**config.mk**
```make
export PLATFORM = sky130hd
export DESIGN_NAME = axi_line_bridge
export DESIGN_NICKNAME = d
export VERILOG_FILES = /design/src/rtl/axi_line_bridge.sv
export SDC_FILE = /design/constraint.sdc
export NUM_CORES = 1
export LEC_CHECK = 0
export CAP_MARGIN = 20
export CORE_AREA = 2 2 179 181
export CTS_CLUSTER_DIAMETER = 50
export DETAILED_ROUTE_END_ITERATION = 8
export DIE_AREA = 0 0 181 183
export GPL_TIMING_DRIVEN = 0
export PLACE_DENSITY_LB_ADDON = 0.15
export REMOVE_ABC_BUFFERS = 1
export SLEW_MARGIN = 10
export SYNTH_ARGS = -nofsm -noshare
export SYNTH_HDL_FRONTEND = slang
export SYNTH_SLANG_ARGS = --single-unit
export TNS_END_PERCENT = 5
```
**constraint.sdc**
```tcl
create_clock -name clk -period 2.5 [get_ports clk]
set_input_delay 0.25 -clock clk [delete_from_list [all_inputs] [get_ports clk]]
set_output_delay 0.25 -clock clk [all_outputs]
set_load 0.005 [all_outputs]
```
**src/rtl/axi_line_bridge.sv**
```systemverilog
// axi_line_bridge: cache line refill/write-back to 4-beat 32-bit AXI INCR bursts.
// Ports: clk/resetn; cache rd_*/ret_*/wr_*; AXI AR/R/AW/W/B master channels.
module axi_line_bridge (
  input  logic         clk,
  input  logic         resetn,
  input  logic         rd_req,
  input  logic [31:0]  rd_addr,
  output logic         rd_rdy,
  output logic         ret_valid,
  output logic [127:0] ret_data,
  input  logic         wr_req,
  input  logic [31:0]  wr_addr,
  input  logic [127:0] wr_data,
  output logic         wr_rdy,
  output logic         wr_valid,
  output logic [31:0]  araddr,
  output logic         arvalid,
  input  logic         arready,
  input  logic [31:0]  rdata,
  input  logic         rlast,
  input  logic         rvalid,
  output logic         rready,
  output logic [31:0]  awaddr,
  output logic         awvalid,
  input  logic         awready,
  output logic [31:0]  wdata,
  output logic         wlast,
  output logic         wvalid,
  input  logic         wready,
  input  logic         bvalid,
  output logic         bready
);

  typedef enum logic [1:0] {
    R_IDLE, R_AR, R_DATA, R_RET
  } rstate_e;

  typedef enum logic [1:0] {
    W_IDLE, W_AW, W_DATA, W_RESP
  } wstate_e;

  rstate_e        r_q, r_d;
  wstate_e        w_q, w_d;
  logic [27:0]    rd_line_q, rd_line_d;
  logic [27:0]    wr_line_q, wr_line_d;
  logic [1:0]     rbeat_q, rbeat_d;
  logic [1:0]     wbeat_q, wbeat_d;
  logic [127:0]   ret_q, ret_d;
  logic [127:0]   wbuf_q, wbuf_d;
  logic           wr_valid_q, wr_valid_d;
  logic           rd_block;
  logic           unused_lsb;

  // Line offset bits carry no meaning for a full-line transfer.
  assign unused_lsb = ^{rd_addr[3:0], wr_addr[3:0]};

  // Hold off a refill of the line whose write-back is still in flight.
  assign rd_block = (w_q != W_IDLE) &&
                    (rd_addr[31:4] == wr_line_q);

  assign araddr   = {rd_line_q, 4'b0};
  assign awaddr   = {wr_line_q, 4'b0};
  assign ret_data = ret_q;
  assign wdata    = wbuf_q[{wbeat_q, 5'b0} +: 32];
  assign wr_valid = wr_valid_q;

  always_ff @(posedge clk or negedge resetn) begin
    if (!resetn) begin
      r_q        <= R_IDLE;
      w_q        <= W_IDLE;
      rd_line_q  <= '0;
      wr_line_q  <= '0;
      rbeat_q    <= '0;
      wbeat_q    <= '0;
      ret_q      <= '0;
      wbuf_q     <= '0;
      wr_valid_q <= 1'b0;
    end else begin
      r_q        <= r_d;
      w_q        <= w_d;
      rd_line_q  <= rd_line_d;
      wr_line_q  <= wr_line_d;
      rbeat_q    <= rbeat_d;
      wbeat_q    <= wbeat_d;
      ret_q      <= ret_d;
      wbuf_q     <= wbuf_d;
      wr_valid_q <= wr_valid_d;
    end
  end

  always_comb begin
    r_d       = r_q;
    rd_line_d = rd_line_q;
    rbeat_d   = rbeat_q;
    ret_d     = ret_q;
    rd_rdy    = 1'b0;
    arvalid   = 1'b0;
    rready    = 1'b0;
    ret_valid = 1'b0;
    unique case (r_q)
      R_IDLE: begin
        rd_rdy = !rd_block;
        if (rd_req && !rd_block) begin
          rd_line_d = rd_addr[31:4];
          rbeat_d   = 2'd0;
          r_d       = R_AR;
        end
      end
      R_AR: begin
        arvalid = 1'b1;
        if (arready) r_d = R_DATA;
      end
      R_DATA: begin
        rready = 1'b1;
        if (rvalid) begin
          ret_d[{rbeat_q, 5'b0} +: 32] = rdata;
          rbeat_d = rbeat_q + 2'd1;
          // rlast alone ends the burst, even if it comes early.
          if (rlast) r_d = R_RET;
        end
      end
      R_RET: begin
        ret_valid = 1'b1;
        r_d       = R_IDLE;
      end
      default: r_d = R_IDLE;
    endcase
  end

  always_comb begin
    w_d        = w_q;
    wr_line_d  = wr_line_q;
    wbeat_d    = wbeat_q;
    wbuf_d     = wbuf_q;
    wr_valid_d = 1'b0;
    wr_rdy     = 1'b0;
    awvalid    = 1'b0;
    wvalid     = 1'b0;
    wlast      = 1'b0;
    bready     = 1'b0;
    unique case (w_q)
      W_IDLE: begin
        wr_rdy = 1'b1;
        if (wr_req) begin
          wr_line_d = wr_addr[31:4];
          wbuf_d    = wr_data;
          wbeat_d   = 2'd0;
          w_d       = W_AW;
        end
      end
      W_AW: begin
        awvalid = 1'b1;
        if (awready) w_d = W_DATA;
      end
      W_DATA: begin
        wvalid = 1'b1;
        wlast  = (wbeat_q == 2'd3);
        if (wready) begin
          wbeat_d = wbeat_q + 2'd1;
          if (wbeat_q == 2'd3) w_d = W_RESP;
        end
      end
      W_RESP: begin
        bready = 1'b1;
        if (bvalid) begin
          wr_valid_d = 1'b1;
          w_d        = W_IDLE;
        end
      end
      default: w_d = W_IDLE;
    endcase
  end

endmodule

```
==> results <==
[metrics by stage]
stage	total power, mW	instance area [um2]	setup TNS, ns
2_1_floorplan	13.0	12800	-442.70
4_1_cts	23.4	19700	-2.79
3_3_place_gp	17.7	17900	-5338.12
5_1_grt	24.5	19700	-0.557
3_5_place_dp	18.0	18300	-52.76
6_report	23.1	19700	0
[report_power, final]
group          switching, mW  internal (mW)
clock                   2.15           3.21
sequential              1.36           7.40
combinational           3.18           5.83
total                   6.69           16.4
[Yosys cell counts]
master / n
nand4_1: 2
o221ai_1: 1
nand2b_1: 1
clkbuf_1: 33
xor2_1: 28
inv_1: 11
dfrtp_1: 321
and2_0: 1
buf_1: 1
buf_4: 9
and2_1: 2
or3_1: 1
mux4_2: 32
nor3_1: 1
and3_1: 1
o22ai_1: 1
buf_6: 1
nand3_1: 4
nor4_1: 6
o21ai_0: 5
a21oi_1: 2
mux2_2: 176
mux2_4: 9
o32a_1: 2
a2bb2oi_1: 1
nor4b_2: 3
nand2_1: 13
a221oi_1: 1
conb_1: 1
buf_2: 16
nor2b_1: 1
nor2_1: 4
ha_1: 14
o211ai_2: 1
buf_12: 1
nor4_2: 1
a22o_1: 130
[state kept, by name, summed over array words and instances (netlist names)]
register   count
r_q            2
rbeat_q        2
rd_line_q     28
ret_data     128
w_q            2
wbeat_q        2
wbuf_q       128
wr_line_q     28
wr_valid       1
[repair_timing]
action / 4_1_cts / 5_1_grt
pin swaps: 8 / 5
hold endpoints to repair: 59 / 0
endpoints found under the setup margin: 243 / 67
hold buffers: 1 / 0
resized for setup: 75 / 23
buffers inserted: 10 / 4
[per-layer routing]
| metal | up-vias | global-route usage (%) | share of wire (%) |
|---|---|---|---|
| met1 | 4593 | 29.2 | 40 |
| li1 | 4053 | - | - |
| met2 | 337 | 37.1 | 48 |
| met4 | 0 | 7.54 | 3.0 |
| met3 | 67 | 6.85 | 8.4 |
| met5 | - | 0 | 0 |
[logic make-up after synthesis]
logic type / count (synthesis) / share of synthesized area (%)
flip-flops: 321 / 61.2
multiplexers: 217 / 21.6
AO/OA/AOI/OAI: 144 / 9.44
buffers and inverters: 72 / 2.65
AND/OR/NAND/NOR: 41 / 1.83
XOR/XNOR: 28 / 1.87
adder cells (fa/ha/maj): 14 / 1.34
other: 1 / 0.0286
[worst register-to-register path, cell delays in order (launching register included)]
cell and delay [ns]:
dfrtp_1 0.41, xor2_1 0.20, nor4_4 0.30, nand4_1 0.24
buf_4 0.22, o211ai_4 0.27, buf_4 0.25, mux2_2 0.35
[final timing paths]
| kind | cells past startpoint | end | slack, ns | startpoint |
|---|---|---|---|---|
| worst max register to register | 7 | rd_line_q[6]$_DFFE_PN0P_ | 0.14 | wr_line_q[15]$_DFFE_PN0P_ |
| worst min-delay path | 2 | wbuf_q[27]$_DFFE_PN0P_ | 0.25 | resetn |
| max in group asynchronous | 4 | rbeat_q[0]$_DFFE_PN0P_ | 0.87 | resetn |
| worst max-delay path | 3 | wdata[24] | 0.10 | wbeat_q[0]$_DFFE_PN0P_ |
| worst min register to register | 1 | wbuf_q[82]$_DFFE_PN0P_ | 0.50 | wbuf_q[82]$_DFFE_PN0P_ |
| min in group clk | 2 | wbuf_q[79]$_DFFE_PN0P_ | 0.34 | wr_data[79] |
[placed cells by master (no fill, tap or decap), types with 11 or more instances in the layout]
master / n
dlygate4sd2_1: 18
xor2_1: 28
dfrtp_1: 318
mux2_2: 167
clkbuf_16: 40
mux4_2: 32
a22o_1: 130
mux2_4: 18
buf_4: 12
clkbuf_2: 12
clkdlybuf4s50_1: 416
ha_1: 11
[cell type report]
class / count / area, um2 / area share [%]
diodes: 4 / 10.0 / 0.0507
clock buffers: 52 / 1110 / 5.61
clock inverters: 13 / 121 / 0.615
inverters: 11 / 41.3 / 0.209
multi-input cells: 452 / 4950 / 25.1
flip-flops and latches: 321 / 8040 / 40.7
well taps: 402 / 503 / 2.55
repair buffers: 486 / 4960 / 25.1
==> flow_metrics.env <==
export IMPL_status="finished clean"
export IMPL_yosysWarnings=0
export IMPL_dp_slack_ns=-0.547
export IMPL_synth_area_leader_cell="dfrtp_1"
export IMPL_syn_cell_area_um2=13100
export IMPL_dp_cells=1657
export IMPL_synthTopCellsByArea="dfrtp_1 61%, mux2_2 15%, a22o_1 8.7%"
export IMPL_clkSlewWorstSetupHoldPaths_ns=0.05
export IMPL_htreeDepth=2
export IMPL_via_per_inst=5.20
export IMPL_die_area_um2=33100
export IMPL_io_buffers=451
export IMPL_critPathBufInv=2
export IMPL_grt_overflow=0
export IMPL_drive_above_1_share_pct=26.4
export IMPL_row_count=65
export IMPL_setup_viol=0
export IMPL_dieHeight_um=183
export IMPL_ys_types=37
export IMPL_stdcell_count=1741
export IMPL_crit_fanout=19
export IMPL_rsz0062_at_grt="true"
export IMPL_cts_tree="yes"
export IMPL_criticalPathCategory="register to output pin"
export IMPL_coreArea_um2=31200
export IMPL_finalMaxSlewViolations=0
export IMPL_clk_path_buf_depth=3
export IMPL_drt_pre_antenna_iters=4
export IMPL_start_util_pct=42.0
export IMPL_routedWlPerCell_um=21.9
export IMPL_critical_path_max_stage_delay_ns=0.71
export IMPL_relSlewSlack_pct=65.5
export IMPL_yosysTopAreaCellShare_pct=61.2
export IMPL_root_buffer="clkbuf_16"
export IMPL_fillerInstances=2377
export IMPL_end_kind="output pin"
export IMPL_p_leak_nw=8.59
export IMPL_fp_dieW_um=181
export IMPL_nNetsFinal=1559
export IMPL_setup_ws_ns=0.105
export IMPL_gp_congestion=0.762
export IMPL_finalCritPeriodShare_pct=95.8
export IMPL_area_growth_pct=50.4
export IMPL_antenna_found_initial=3
export IMPL_antenna_left=0
export IMPL_vias=9050
export IMPL_crit_slowest_cell="dfrtp_4"
export IMPL_ys_ff_latch=321
export IMPL_critPathTopFamily="flip-flops"
export IMPL_drv_cap=0
export IMPL_hold_ws_ns=0.252
export IMPL_critPathArrivalTime_ns=2.15
export IMPL_grt_usage_pct=22.7
export IMPL_yosysSeqAreaShare_pct=61.2
export IMPL_worstPathCellList="buf_12, mux4_2, buf_2"
export IMPL_required_ns=2.25
export IMPL_numCtsBuffers=39
export IMPL_powerDensity_nw_per_um2=1170
export IMPL_clock_sinks=321
export IMPL_irDropWorstVdd_v=0.000608
export IMPL_clock_latency_ns=0.53
export IMPL_grt_pass1_vias=9658
export IMPL_netlist_instances=838
export IMPL_ios=468
export IMPL_dp_hpwl_um=26500
export IMPL_fin_util_pct=63.2
export IMPL_drt_initial_drc_count=430
export IMPL_tightest_slew_ns=0.518
export IMPL_period_needed_ns=2.40
export IMPL_synth_area_per_cell_um2=15.7
export IMPL_finalHoldViolCount=0
export IMPL_cp_start_kind="register"
export IMPL_final_setup_skew_ns=0.0224
export IMPL_grt_max_degree=101
export IMPL_fmax_mhz=418
export IMPL_grt_pass1_wl_um=58300
export IMPL_hold_class="input port to async pin"
export IMPL_drcViolationCount=0
export IMPL_drt_total_wl_um=38100
Note: power is estimated with default switching activity, not from simulation.
